$ cat config.mk
export PLATFORM = sky130hd
export DESIGN_NAME = rob_allocator
export DESIGN_NICKNAME = d
export VERILOG_FILES = /design/src/rtl/rob_allocator_pkg.sv /design/src/rtl/rob_ptr_ctr.sv /design/src/rtl/rob_allocator.sv
export SDC_FILE = /design/constraint.sdc
export NUM_CORES = 1
export LEC_CHECK = 0
export CORE_AREA = 2 2 99 101
export DETAILED_ROUTE_END_ITERATION = 10
export DIE_AREA = 0 0 101 103
export PLACE_DENSITY = 0.77
export SLEW_MARGIN = 20
export SYNTH_ARGS = -nofsm -noshare
export SYNTH_HDL_FRONTEND = slang
export SYNTH_HIERARCHICAL = 1
export SYNTH_SLANG_ARGS = --single-unit
$ cat constraint.sdc
create_clock -name i_clk -period 6.05 [get_ports i_clk]
set_clock_uncertainty 0.2 [all_clocks]
set_input_delay 0.9075 -clock i_clk [delete_from_list [all_inputs] [get_ports i_clk]]
set_output_delay 0.9075 -clock i_clk [all_outputs]
set_load 0.005 [all_outputs]
$ cat src/rtl/rob_allocator_pkg.sv
`default_nettype none
// ============================================================================
//  Module      : rob_allocator_pkg
//  Description : Shared types and sizing constants for the ROB dispatch front
//                end: dispatch request lane and ROB row layouts.
//  Revision    : 1.0 - initial release
// ============================================================================
package rob_allocator_pkg;

    localparam int ROB_DEPTH = 16;
    localparam int ROB_IDX_W = 4;
    localparam int CNT_W     = 5;
    localparam int PREG_W    = 6;
    localparam int DATA_W    = 32;

    // One rename lane presented to the allocator
    typedef struct packed {
        logic              valid;
        logic [PREG_W-1:0] PRegAddrDst;
        logic [PREG_W-1:0] OldPRegAddrDst;
        logic              RegWrite;
        logic              MemWrite;
    } dispatch_req_struct;

    // ROB entry as seen on the ROB issue and retire ports
    typedef struct packed {
        logic                 valid;
        logic                 complete;
        logic [ROB_IDX_W-1:0] ROBNumber;
        logic [PREG_W-1:0]    PRegAddrDst;
        logic [PREG_W-1:0]    OldPRegAddrDst;
        logic                 RegWrite;
        logic                 MemWrite;
        logic [DATA_W-1:0]    data;
    } rob_row_struct;

    // Next ROB number, wrapping naturally at ROB_DEPTH
    function automatic logic [ROB_IDX_W-1:0] rob_inc(input logic [ROB_IDX_W-1:0] idx);
        return idx + 1'b1;
    endfunction

    // Formats a new ROB entry; a non-accepted lane yields an all-zero row
    function automatic rob_row_struct build_row(
        input logic                 accept,
        input dispatch_req_struct   req,
        input logic [ROB_IDX_W-1:0] num
    );
        rob_row_struct row;
        row = '0;
        if (accept) begin
            row.valid          = 1'b1;
            row.ROBNumber      = num;
            row.PRegAddrDst    = req.PRegAddrDst;
            row.OldPRegAddrDst = req.OldPRegAddrDst;
            row.RegWrite       = req.RegWrite;
            row.MemWrite       = req.MemWrite;
        end
        return row;
    endfunction

endpackage
`default_nettype wire

$ cat src/rtl/rob_ptr_ctr.sv
`default_nettype none
// ============================================================================
//  Module      : rob_ptr_ctr
//  Description : Head / tail / occupancy bookkeeping for the ROB. Pointers
//                wrap modulo ROB_DEPTH; full vs. empty is told by the count.
//  Revision    : 1.0 - initial release
// ============================================================================
module rob_ptr_ctr
    import rob_allocator_pkg::*;
(
    input  logic                 i_clk,
    input  logic                 i_rst_n,
    input  logic [1:0]           i_n_alloc,
    input  logic [1:0]           i_n_retire,
    output logic [ROB_IDX_W-1:0] o_head,
    output logic [ROB_IDX_W-1:0] o_tail,
    output logic [CNT_W-1:0]     o_count
);

    logic [ROB_IDX_W-1:0] r_head;
    logic [ROB_IDX_W-1:0] r_tail;
    logic [CNT_W-1:0]     r_count;

    // Advance pointers by the number of entries allocated / freed this cycle
    always_ff @(posedge i_clk) begin
        if (!i_rst_n) begin
            r_head  <= '0;
            r_tail  <= '0;
            r_count <= '0;
        end else begin
            r_head  <= r_head + ROB_IDX_W'(i_n_retire);
            r_tail  <= r_tail + ROB_IDX_W'(i_n_alloc);
            r_count <= r_count + CNT_W'(i_n_alloc) - CNT_W'(i_n_retire);
        end
    end

    assign o_head  = r_head;
    assign o_tail  = r_tail;
    assign o_count = r_count;

endmodule
`default_nettype wire

$ cat src/rtl/rob_allocator.sv
`default_nettype none
// ============================================================================
//  Module      : rob_allocator
//  Description : Dispatch-side ROB front end. Assigns in-order ROB numbers to
//                up to two renamed instructions per cycle, emits them as new
//                ROB rows one cycle later, and frees slots from the ROB's two
//                retire rows, flagging out-of-order retires.
//  Revision    : 1.0 - initial release
// ============================================================================
module rob_allocator
    import rob_allocator_pkg::*;
(
    input  logic                 i_clk,
    input  logic                 i_rst_n,
    input  dispatch_req_struct   i_disp_req    [0:1],
    output logic                 o_disp_ready,
    output rob_row_struct        o_rob_row     [0:1],
    input  rob_row_struct        i_retire_rows [0:1],
    output logic [ROB_IDX_W-1:0] o_head,
    output logic [CNT_W-1:0]     o_count,
    output logic                 o_empty,
    output logic                 o_order_error
);

    logic [ROB_IDX_W-1:0] w_head;
    logic [ROB_IDX_W-1:0] w_tail;
    logic [CNT_W-1:0]     w_count;
    logic                 w_ready;
    logic                 w_acc0;
    logic                 w_acc1;
    logic [ROB_IDX_W-1:0] w_num [0:1];
    logic                 w_acc [0:1];
    logic [1:0]           w_n_alloc;
    logic                 w_ret_ok0;
    logic                 w_ret_ok1;
    logic                 w_ret_err;
    logic [1:0]           w_n_retire;
    logic [ROB_IDX_W-1:0] w_exp1;
    logic [CNT_W-1:0]     w_occ1;
    rob_row_struct        r_rob_row [0:1];
    logic                 r_order_error;

    rob_ptr_ctr u_ptr_ctr (
        .i_clk      (i_clk),
        .i_rst_n    (i_rst_n),
        .i_n_alloc  (w_n_alloc),
        .i_n_retire (w_n_retire),
        .o_head     (w_head),
        .o_tail     (w_tail),
        .o_count    (w_count)
    );

    // Room for two is judged from the registered count only; retires this
    // cycle do not open space until the next cycle.
    assign w_ready = (w_count <= CNT_W'(ROB_DEPTH - 2));

    // Lane compaction: the first accepted lane takes tail, the second tail+1
    assign w_acc0    = i_disp_req[0].valid & w_ready;
    assign w_acc1    = i_disp_req[1].valid & w_ready;
    assign w_acc[0]  = w_acc0;
    assign w_acc[1]  = w_acc1;
    assign w_num[0]  = w_tail;
    assign w_num[1]  = w_acc0 ? rob_inc(w_tail) : w_tail;
    assign w_n_alloc = {1'b0, w_acc0} + {1'b0, w_acc1};

    // Retire checks: row 0 must match head, row 1 must match the next oldest;
    // a bad row is dropped and flagged without blocking the other row.
    always_comb begin
        w_ret_ok0 = 1'b0;
        w_ret_ok1 = 1'b0;
        w_ret_err = 1'b0;
        w_exp1    = w_head;
        w_occ1    = w_count;
        if (i_retire_rows[0].valid) begin
            if ((w_count == '0) || (i_retire_rows[0].ROBNumber != w_head)) begin
                w_ret_err = 1'b1;
            end else begin
                w_ret_ok0 = 1'b1;
            end
        end
        if (w_ret_ok0) begin
            w_exp1 = rob_inc(w_head);
            w_occ1 = w_count - 1'b1;
        end
        if (i_retire_rows[1].valid) begin
            if ((w_occ1 == '0) || (i_retire_rows[1].ROBNumber != w_exp1)) begin
                w_ret_err = 1'b1;
            end else begin
                w_ret_ok1 = 1'b1;
            end
        end
    end

    assign w_n_retire = {1'b0, w_ret_ok0} + {1'b0, w_ret_ok1};

    generate
        for (genvar g = 0; g < 2; g++) begin : g_lane
            // Register the formatted ROB row for this lane
            always_ff @(posedge i_clk) begin
                if (!i_rst_n) begin
                    r_rob_row[g] <= '0;
                end else begin
                    r_rob_row[g] <= build_row(w_acc[g], i_disp_req[g], w_num[g]);
                end
            end
            assign o_rob_row[g] = r_rob_row[g];
        end
    endgenerate

    // Sticky out-of-order flag, cleared only by reset
    always_ff @(posedge i_clk) begin
        if (!i_rst_n) begin
            r_order_error <= 1'b0;
        end else if (w_ret_err) begin
            r_order_error <= 1'b1;
        end
    end

    assign o_disp_ready  = w_ready;
    assign o_head        = w_head;
    assign o_count       = w_count;
    assign o_empty       = (w_count == '0);
    assign o_order_error = r_order_error;

    // Only valid and ROBNumber of a retire row matter here
    logic w_unused_retire;
    assign w_unused_retire = ^{i_retire_rows[0].complete, i_retire_rows[0].PRegAddrDst,
                               i_retire_rows[0].OldPRegAddrDst, i_retire_rows[0].RegWrite,
                               i_retire_rows[0].MemWrite, i_retire_rows[0].data,
                               i_retire_rows[1].complete, i_retire_rows[1].PRegAddrDst,
                               i_retire_rows[1].OldPRegAddrDst, i_retire_rows[1].RegWrite,
                               i_retire_rows[1].MemWrite, i_retire_rows[1].data};

    a_ptr_invariant: assert property (@(posedge i_clk) disable iff (!i_rst_n)
        w_tail == ROB_IDX_W'(w_head + w_count[ROB_IDX_W-1:0]));

    a_count_bound: assert property (@(posedge i_clk) disable iff (!i_rst_n)
        w_count <= CNT_W'(ROB_DEPTH));

endmodule
`default_nettype wire

After elaboration in Yosys (flattened, before gate mapping) --
Memories as Yosys holds them, arrays and structs flattened. Index checks and enable logic that the tools add are counted.
Cells by class: add/subtract/negate cells 9, equality and inequality tests 2, multiplexer cells 23, reductions and logical operators 4, bitwise logic cells 4, $lt $le $gt $ge 1
Operators by type and width (number):
- 2-to-1 mux 18 bit | 4
- 2-to-1 mux 19 bit | 2
- 2-to-1 mux 1 bit | 14
- logical NOT 5 bit | 2
- adder 4 x 1 -> 4 bit, second input constant | 2
- adder 4 x 2 -> 4 bit | 2
- 2-to-1 mux 4 bit | 2
- inequality test 4 bit | 2
- adder 5 x 2 -> 5 bit | 1
- <= comparator 5 x 4 -> 1 bit, second input constant | 1
- 2-to-1 mux 5 bit | 1
- subtractor 5 x 1 -> 5 bit, second input constant | 1
- subtractor 5 x 2 -> 5 bit | 1
- adder 1 x 1 -> 2 bit | 2
- AND 1 bit | 2
- logical OR 1 bit | 2
- OR 1 bit | 2
Storage, ports and cells: input port bits 136, output and inout bits 116, word-level logic and storage cells 48, bits in writable memories 38, register bits 14, memories kept 1
Memories:
- r_rob_row | words 2, width 19, read ports 2, clocked after memory_dff 0, wr ports 2, RTL line rob_allocator.sv:40 | rob_row_struct r_rob_row [0:1];

Logic depth before layout (Yosys ltp) --
Gate-level depths: netlist of run 1.
depth in word-level cells 11, gate-level depth with buffers 16

Hierarchy --
The synthesis of run 1 kept the hierarchy.
Modules (own cells, without submodules):
- rob_allocator | cells each 201, times used 1, area each 1966.9 um2
- rob_ptr_ctr | cells each 72, times used 1, area each 703.2 um2

Worst setup path before layout of run 1 --
OpenSTA, ideal clock, no wires.
kind input -> register, start point input i_retire_rows[101] (netlist bit), end point register u_ptr_ctr.r_count[4] (netlist: u_ptr_ctr/o_count[4]), cell stages on the path 14, required time 5.780 ns, data arrival time 3.417 ns, setup time 0.070 ns, path slack 2.363 ns, cells stage by stage xor2_1 -> nor3_2 -> nand3_2 -> o21a_1 -> o21a_1 -> ha_1 -> ha_1 -> inv_1 -> ha_1 -> inv_1 -> fa_1 -> nand2b_1 -> a2111oi_2 -> o21bai_1
Between the ends: cells in the longest elaborated chain, start to end 11, elaborated cells on any way between the ends 13, classes of those cells add/sub (2); eq/ne (2); mux (6); reduce/logical (3)
RTL lines:
- from (decl) | RTL line rob_allocator.sv:18 | input rob_row_struct i_retire_rows [0:1],
- inequality test 4 bit (*) | RTL line rob_allocator.sv:75 | if ((w_count == '0) || (i_retire_rows[0].ROBNumber != w_head)) begin
- logical OR 1 bit (*) | RTL line rob_allocator.sv:75
- 2-to-1 mux 1 bit (*) | RTL line rob_allocator.sv:75
- 2-to-1 mux 1 bit (*) | RTL line rob_allocator.sv:74 | if (i_retire_rows[0].valid) begin
- 2-to-1 mux 4 bit or 2-to-1 mux 5 bit (tied branches) | RTL line rob_allocator.sv:81 | if (w_ret_ok0) begin
- inequality test 4 bit or logical NOT 5 bit (tied branches) | RTL line rob_allocator.sv:86 | if ((w_occ1 == '0) || (i_retire_rows[1].ROBNumber != w_exp1)) begin
- logical OR 1 bit | RTL line rob_allocator.sv:86
- 2-to-1 mux 1 bit | RTL line rob_allocator.sv:86
- 2-to-1 mux 1 bit | RTL line rob_allocator.sv:85 | if (i_retire_rows[1].valid) begin
- adder 1 x 1 -> 2 bit (*) | RTL line rob_allocator.sv:94 | assign w_n_retire = {1'b0, w_ret_ok0} + {1'b0, w_ret_ok1};
- net w_n_retire[0] | RTL line rob_allocator.sv:37 | logic [1:0] w_n_retire;
- subtractor 5 x 2 -> 5 bit (*) | RTL line rob_ptr_ctr.sv:33 | r_count <= r_count + CNT_W'(i_n_alloc) - CNT_W'(i_n_retire);
- to (signal assigned) | RTL line rob_ptr_ctr.sv:33
- to (decl) | RTL line rob_ptr_ctr.sv:22 | logic [CNT_W-1:0] r_count;
Mark *: on every way through the listed nets, which the timed path passes. The rest lies on a longest branch. A chain may end at the register's enable or synchronous reset.

Worst setup path after layout of run 1 --
start point input i_retire_rows[48] (netlist bit), end point register u_ptr_ctr.r_count[4] (netlist: u_ptr_ctr/o_count[4])
Between the ends: cells in the longest elaborated chain, start to end 6
RTL lines (RTL line):
- inequality test 4 bit | rob_allocator.sv:86
- logical OR 1 bit | rob_allocator.sv:86
- 2-to-1 mux 1 bit | rob_allocator.sv:86
- 2-to-1 mux 1 bit | rob_allocator.sv:85
- adder 1 x 1 -> 2 bit | rob_allocator.sv:94
- net w_n_retire[1] | rob_allocator.sv:37
- subtractor 5 x 2 -> 5 bit | rob_ptr_ctr.sv:33
The timed path passes the listed nets, and every way through them passes these cells.

==> summary.txt, run 1 <==
Clocking
  • Reg clk slew, reported paths: 0.09 ns
  • Clock Root Buffer: clkbuf_8
  • CTS resizes: 0
  • Hold-fix buffers at CTS: 0
  • Post-CTS setup buffer count: 0
  • Clk buf depth: 2
  • Cts bufs inserted: 5
  • Number of clock sinks: 52
  • H-tree level count: 2
  • Clk_lat worst skew: 0.31 ns
  • CTS tree: built

Setup path
  • Worst Setup End Kind: flop
  • Max FO, Critical Path: 3
  • WP data required: 6.09 ns
  • FF-to-FF End: u_ptr_ctr/o_count[4]
  • Internal reg-to-reg setup slack: 2.24 ns
  • Worst Reg-to-Reg Cells: 16
  • CP arrival: 4.07 ns
  • Critical path type: input port to flop
  • Reg-to-Reg Start: u_ptr_ctr/o_count[0]
  • Crit start category: input port

Logic synthesis
  • Synth unique cells: 38
  • Post-Syn Area per Cell: 9.78 um^2
  • Asr flop ratio synth: 0%
  • Post-Synthesis Cell Area: 0.00267 mm^2
  • Dominant synthesized flop cell: dfxtp_1
  • Synth area leaders: dfxtp_1 (39%), buf_4 (19%), ha_1 (7.0%), and3_1 (4.2%), xnor2_1 (3.9%)
  • Most frequent cell after synthesis: buf_4
  • Number of synthesized flops with an enable pin: 0
  • Share of the synthesized area in the top cell type: 39.0%
  • Synth area leader: dfxtp_1
  • Yosys reg bits: 52
  • Yosys warnings: 6
  • Top cells by count, synth: buf_4 (66), dfxtp_1 (52), and3_1 (18)
  • Sequential share of the synthesized area: 39.0%
  • Mapped Cells: 273

STA
  • RSZ-0062 raised after global routing: false
  • Max-slew headroom: 31.5%
  • Fmax: 0.248 GHz
  • Final setup violation count: 0
  • Final min period: 4.03 ns
  • PnR worst setup slack: 2.02 ns
  • Max Slew Vio Count: 0
  • Fin. Hold Viols: 0
  • Worst-margin pin slew: 1.02 ns
  • Tcrit/Tclk final: 66.6%
  • TNS Setup: 0 ns

Routing
  • Residual DRC count: 0
  • Final WL: 5180 um
  • DR iter-0 viols: 14
  • Via density: 4.04
  • WL/cell: 10.8 um
  • Pre-Repair DR Iteration Count: 4
  • Remaining antenna violation count: 0
  • Via count: 1941

Cells and area
  • Post-route insts no fill: 480
  • Share of layout cells above drive strength 1: 7.38%
  • Seq. cell area: 0.00104 mm^2
  • # diodes: 0
  • Area of the multi-input gates: 0.00128 mm^2
  • Fin area: 0.00356 mm^2
  • # nets final: 520
  • Fill cell count: 914
  • Layout overhead on the synthesized area: 33.2%

Placed design
  • IO Port Bufs: 91
  • Post-place setup slack: 1.70 ns
  • Routability Congestion: 0.736
  • Placed cells: 472
  • DP Area: 0.00345 mm^2
  • Final HPWL DP: 4120 um

Power and ir drop
  • Power Dens Cells: 294 mW/mm^2
  • Pwr Total: 0.00105 W
  • Leakage: 1.60 nW
  • Max VDD drop: 0.230 mV

GRT
  • Initial antenna violation count: 0
  • Grt total ovfl: 0
  • GRT Total Usage: 9.30%
  • Largest net degree at the start of global routing: 32
  • Vias in the first global route: 1671
  • First-pass GRT wire length: 7630 um

Floorplan
  • Core Region: 0.00946 mm^2
  • Die Area: 0.0104 mm^2
  • Rows: 36
  • Die height: 103 um
  • Die width: 101 um
  • Top Ports: 252
  • Starting Density: 28.2%

Min path
  • Worst hold stages: 1
  • Hold/Removal Path Class: flop to flop
  • Min-delay src: u_ptr_ctr/o_tail[3]
  • Sink of the worst hold path: r_rob_row[0][17]

Run
  • MaxCap Viol Count: 0

Run status
  • Status: completed
cells by family (layout without fill, tap and decap cells):
family,Yosys count,count (layout),share of synthesized area [%]
AOI/OAI and AO/OA,18,18,4.69
xor gates and xnor gates,19,19,6.23
adders and majority gates,19,19,10.0
buffers and inverters,90,118,22.3
DFF,52,52,39.0
muxes,2,2,0.750
other,1,66,0.140
and+or+nand+nor,72,72,16.9
layout make-up:
type,instances,area share (%)
Clock inverter,2,1.09
Sequential cell,52,29.3
Timing Repair Buffer,91,25.6
Multi-Input combinational cell,196,35.9
Inverter,19,2.08
Clock buffer,6,2.04
Tap cell,114,4.01
worst max-delay path, stage by stage:
cell	delay, ns
clkdlybuf4s50_1	0.41
xnor2_1	0.21
xor2_1	0.21
nand4_1	0.11
nor3_1	0.22
o21a_1	0.16
ha_1	0.24
fa_1	0.49
fa_1	0.47
nand2b_1	0.19
a2111oi_2	0.30
o21bai_1	0.15
where the power goes:
group,internal [W],switching [W],leakage (nW),total [W]
logic,0.000210,0.000165,1.11,0.000376
clock network,0.000125,0.000113,0.0558,0.000238
registers,0.000388,0.0000438,0.425,0.000432
state kept, by name (all words and copies together) (netlist names):
signal,count
r_rob_row,38
u_ptr_ctr/o_tail,4
u_ptr_ctr/o_count,5
u_ptr_ctr/o_head,4
o_order_error,1
stage by stage:
step	hold slack, ns	utilization (%)
final	0.328	37.6
after global routing	0.348	37.6
after CTS	0.332	37.6
after detailed placement	0.322	36.4
after global placement	0.298	36.4
after floorplan	0.279	-
worst max path at each step:
stage	start	to	slack, ns	cells past startpoint
2_1_floorplan	i_retire_rows[101]	u_ptr_ctr/o_count[4]	2.36	14
3_3_place_gp	i_retire_rows[101]	u_ptr_ctr/o_count[4]	1.78	15
3_5_place_dp	i_retire_rows[101]	u_ptr_ctr/o_count[4]	1.70	15
4_1_cts	i_retire_rows[101]	u_ptr_ctr/o_count[4]	2.02	15
5_1_grt	i_retire_rows[48]	u_ptr_ctr/o_count[4]	1.78	15
6_report	i_retire_rows[48]	u_ptr_ctr/o_count[4]	2.02	12
layer usage:
metal | up-vias | global-route usage (%) | wire length, um
li1 | 927 | - | -
met1 | 878 | 9.60 | 1950
met2 | 131 | 17.6 | 2510
met3 | 5 | 2.51 | 637
met4 | 0 | 4.05 | 87
met5 | - | 0 | 0
layout by cell type (no fill, tap or decap), types with 7 or more instances in the layout:
| master | count |
|---|---|
| a21oi_1 | 7 |
| clkdlybuf4s50_1 | 91 |
| and2_4 | 10 |
| conb_1 | 66 |
| dfxtp_1 | 52 |
| xnor2_1 | 12 |
| and2_1 | 9 |
| and3_1 | 18 |
| nor2_1 | 13 |
| xor2_1 | 7 |
| inv_1 | 17 |
| ha_1 | 15 |
No activity file was read; power rests on OpenSTA's default activity.
==> run 2: changes to the inputs <==
- CORE_AREA: 2 2 99 101 -> 2 2 97 108
- DIE_AREA: 0 0 101 103 -> 0 0 99 110
- clock period: 6.05 -> 3.4 ns (I/O delays scaled with it)
==> summary.txt, run 2 (synthesized netlist as in run 1, its figures left out) <==
Floorplan
  • Die Area: 0.0109 mm^2 (+4.7%)
  • Die width: 99 um (-2.0%)
  • Rows: 38 (+5.6%)
  • Starting Density: 27.4% (-0.83 points)
  • Die height: 110 um (+6.8%)
  • Top Ports: 252 (unchanged)
  • Core Region: 0.00975 mm^2 (+3.0%)

Clocking
  • Number of clock sinks: 52 (unchanged)
  • Cts bufs inserted: 5 (unchanged)
  • CTS tree: built
  • Hold-fix buffers at CTS: 0 (unchanged)
  • Clk_lat worst skew: 0.30 ns (about the same)
  • Reg clk slew, reported paths: 0.10 ns (about the same)
  • Clock Root Buffer: clkbuf_8
  • Clk buf depth: 2 (unchanged)
  • H-tree level count: 2 (unchanged)

Min path
  • Hold/Removal Path Class: flop to flop

Routing
  • DR iter-0 viols: 15 (+1)
  • Via count: 2052 (+5.7%)
  • Remaining antenna violation count: 0 (unchanged)
  • WL/cell: 12.1 um (+12%)
  • Via density: 3.96 (-2.0%)
  • Wire length on met1: 2450 um (+26%)
  • DR top layer: met4
  • Routed wl met3: 692 um (+8.6%)
  • WL met2: 3010 um (+20%)
  • Final WL: 6250 um (+21%)
  • Residual DRC count: 0 (unchanged)
  • Pre-Repair DR Iteration Count: 4 (unchanged)

GRT
  • GRT Total Usage: 10.7% (+1.4 points)
  • First-pass GRT wire length: 9050 um (+19%)
  • Vias in the first global route: 1963 (+17%)
  • Initial antenna violation count: 0 (unchanged)
  • Grt total ovfl: 0 (unchanged)
  • Largest net degree at the start of global routing: 24 (-25%)

Cells and area
  • Fill cell count: 950 (+3.9%)
  • Share of layout cells above drive strength 1: 20.1% (+13 points)
  • Post-route insts no fill: 518 (+7.9%)
  • Seq. cell area: 0.00104 mm^2 (+0.24%)
  • Final core occ: 40.2% (+2.5 points)
  • # diodes: 0 (unchanged)
  • Commonest non-fill, non-tap cell in the layout: clkdlybuf4s50_1
  • Top reg by flops: r_rob_row
  • # nets final: 552 (+6.2%)
  • Area of the multi-input gates: 0.00141 mm^2 (+10%)
  • Layout overhead on the synthesized area: 46.6%
  • Fin area: 0.00391 mm^2 (+10%)
  • Largest register FFs: 38 (unchanged)
  • Commonest cells after routing, fill and taps aside: clkdlybuf4s50_1 (85), conb_1 (66), dfxtp_1 (50)

Run status
  • Failing checks: setup timing
  • Status: finished, violations left

Setup path
  • Buf/Inv on CP: 1 (unchanged)
  • CP arrival: 3.45 ns (-0.62 ns)
  • Worst Setup End Kind: flop
  • CP max stage cell: fa_2
  • Critical path type: input port to flop
  • Crit start category: input port
  • Worst path max stage delay: 0.49 ns (about the same)
  • CP top delay family: adder cells
  • Crit-path cells: clkdlybuf4s50_1 > xnor2_1 > nand3_2 > o21a_1 > o21a_1 > ha_4 > fa_2 > fa_2 > nand2b_4 > a2111oi_4 > o21bai_1
  • WP data required: 3.45 ns (-2.64 ns)
  • Max FO, Critical Path: 4 (+1)

Run
  • MaxCap Viol Count: 0 (unchanged)

Placed design
  • Final HPWL DP: 4740 um (+15%)
  • Routability Congestion: 0.775 (+5.3%)
  • IO Port Bufs: 91 (unchanged)
  • Post-place setup slack: -0.542 ns (-2.24 ns)
  • DP Area: 0.00362 mm^2 (+5.1%)
  • Placed cells: 499 (+5.7%)

STA
  • PnR worst setup slack: -0.00719 ns (-2.03 ns)
  • Max Slew Vio Count: 0 (unchanged)
  • Final min period: 3.41 ns
  • Final setup violation count: 1 (+1)
  • WHS: 0.332 ns (+0.00422 ns)
  • Tcrit/Tclk final: 100%
  • Fmax: 0.293 GHz
  • Fin. Hold Viols: 0 (unchanged)
  • RSZ-0062 raised after global routing: true

Power and ir drop
  • Leakage: 1.77 nW (+11%)
  • Power Dens Cells: 532 mW/mm^2 (+81%)
  • Max VDD drop: 0.294 mV (+28%)
run 2: cell count changes in the layout (fill, tap and decap cells not counted), moves of 3 or more:
cell and change:
inv_1 -5, dlygate4sd2_1 +6, ha_4 +5, buf_4 +32
clkdlybuf4s50_1 -6, inv_2 +5, xnor2_1 -3, xnor2_2 +3
ha_1 -5
run 2: per-layer routing:
metal / track usage [%] / vias to the layer above
li1: - / 990
met1: 11.6 / 926
met2: 18.7 / 129
met3: 3.66 / 7
met4: 5.19 / 0
met5: 0 / -
run 2: metrics by stage:
stage / power [W] / TNS, ns
final: 0.00208 / -0.00719
after CTS: 0.00205 / -0.0190
after global placement: 0.00154 / -1.26
after detailed placement: 0.00158 / -1.41
after global routing: 0.00223 / -0.105
after floorplan: 0.00124 / 0
run 2: power by group:
part           internal (W)  switching, W  leakage (nW)  total, W
sequential         0.000693     0.0000708         0.426  0.000763
clock              0.000165      0.000200        0.0434  0.000365
combinational      0.000547      0.000405          1.30  0.000952
total               0.00140      0.000676          1.77   0.00208
run 2: area by class of cell:
| cell class | instances | share of cell area (%) |
|---|---|---|
| clock buffers | 6 | 2.11 |
| inverters | 19 | 1.89 |
| well taps | 120 | 3.84 |
| multi-input cells | 196 | 35.9 |
| repair buffers | 123 | 29.2 |
| clock inverters | 2 | 0.384 |
| flip-flops and latches | 52 | 26.7 |
run 2: worst reg2reg max path, cell delays in order (launching register included):
cell and delay, ns:
dfxtp_2 0.36, inv_2 0.06, ha_4 0.16, nor4b_4 0.13
nor3_2 0.21, nand3_2 0.14, o21a_1 0.22, o21a_1 0.20
ha_4 0.18, fa_2 0.49, fa_2 0.42, nand2b_4 0.16
a2111oi_4 0.27, o21bai_1 0.14
run 2: final timing paths:
check / start / to / slack (ns) / depth (start not counted)
hold reg to reg: u_ptr_ctr/o_tail[3] / r_rob_row[0][17] / 0.33 / 1
hold / removal: u_ptr_ctr/o_tail[3] / r_rob_row[0][17] / 0.33 / 1
setup reg to reg: u_ptr_ctr/o_count[1] / u_ptr_ctr/o_count[4] / 0 / 13
setup / recovery: i_retire_rows[100] / u_ptr_ctr/o_count[4] / -0.007 / 11
run 2: what timing repair did:
item,4_1_cts,5_1_grt
setup endpoints to repair,3,3
resized for setup,19,8
pin swaps,8,9
buffers inserted,8,3
==> run 3: changes to the inputs <==
- TNS_END_PERCENT: not set -> 100
==> results of run 3 <==
The final DEF is identical to that of run 2; final timing and power are the same.
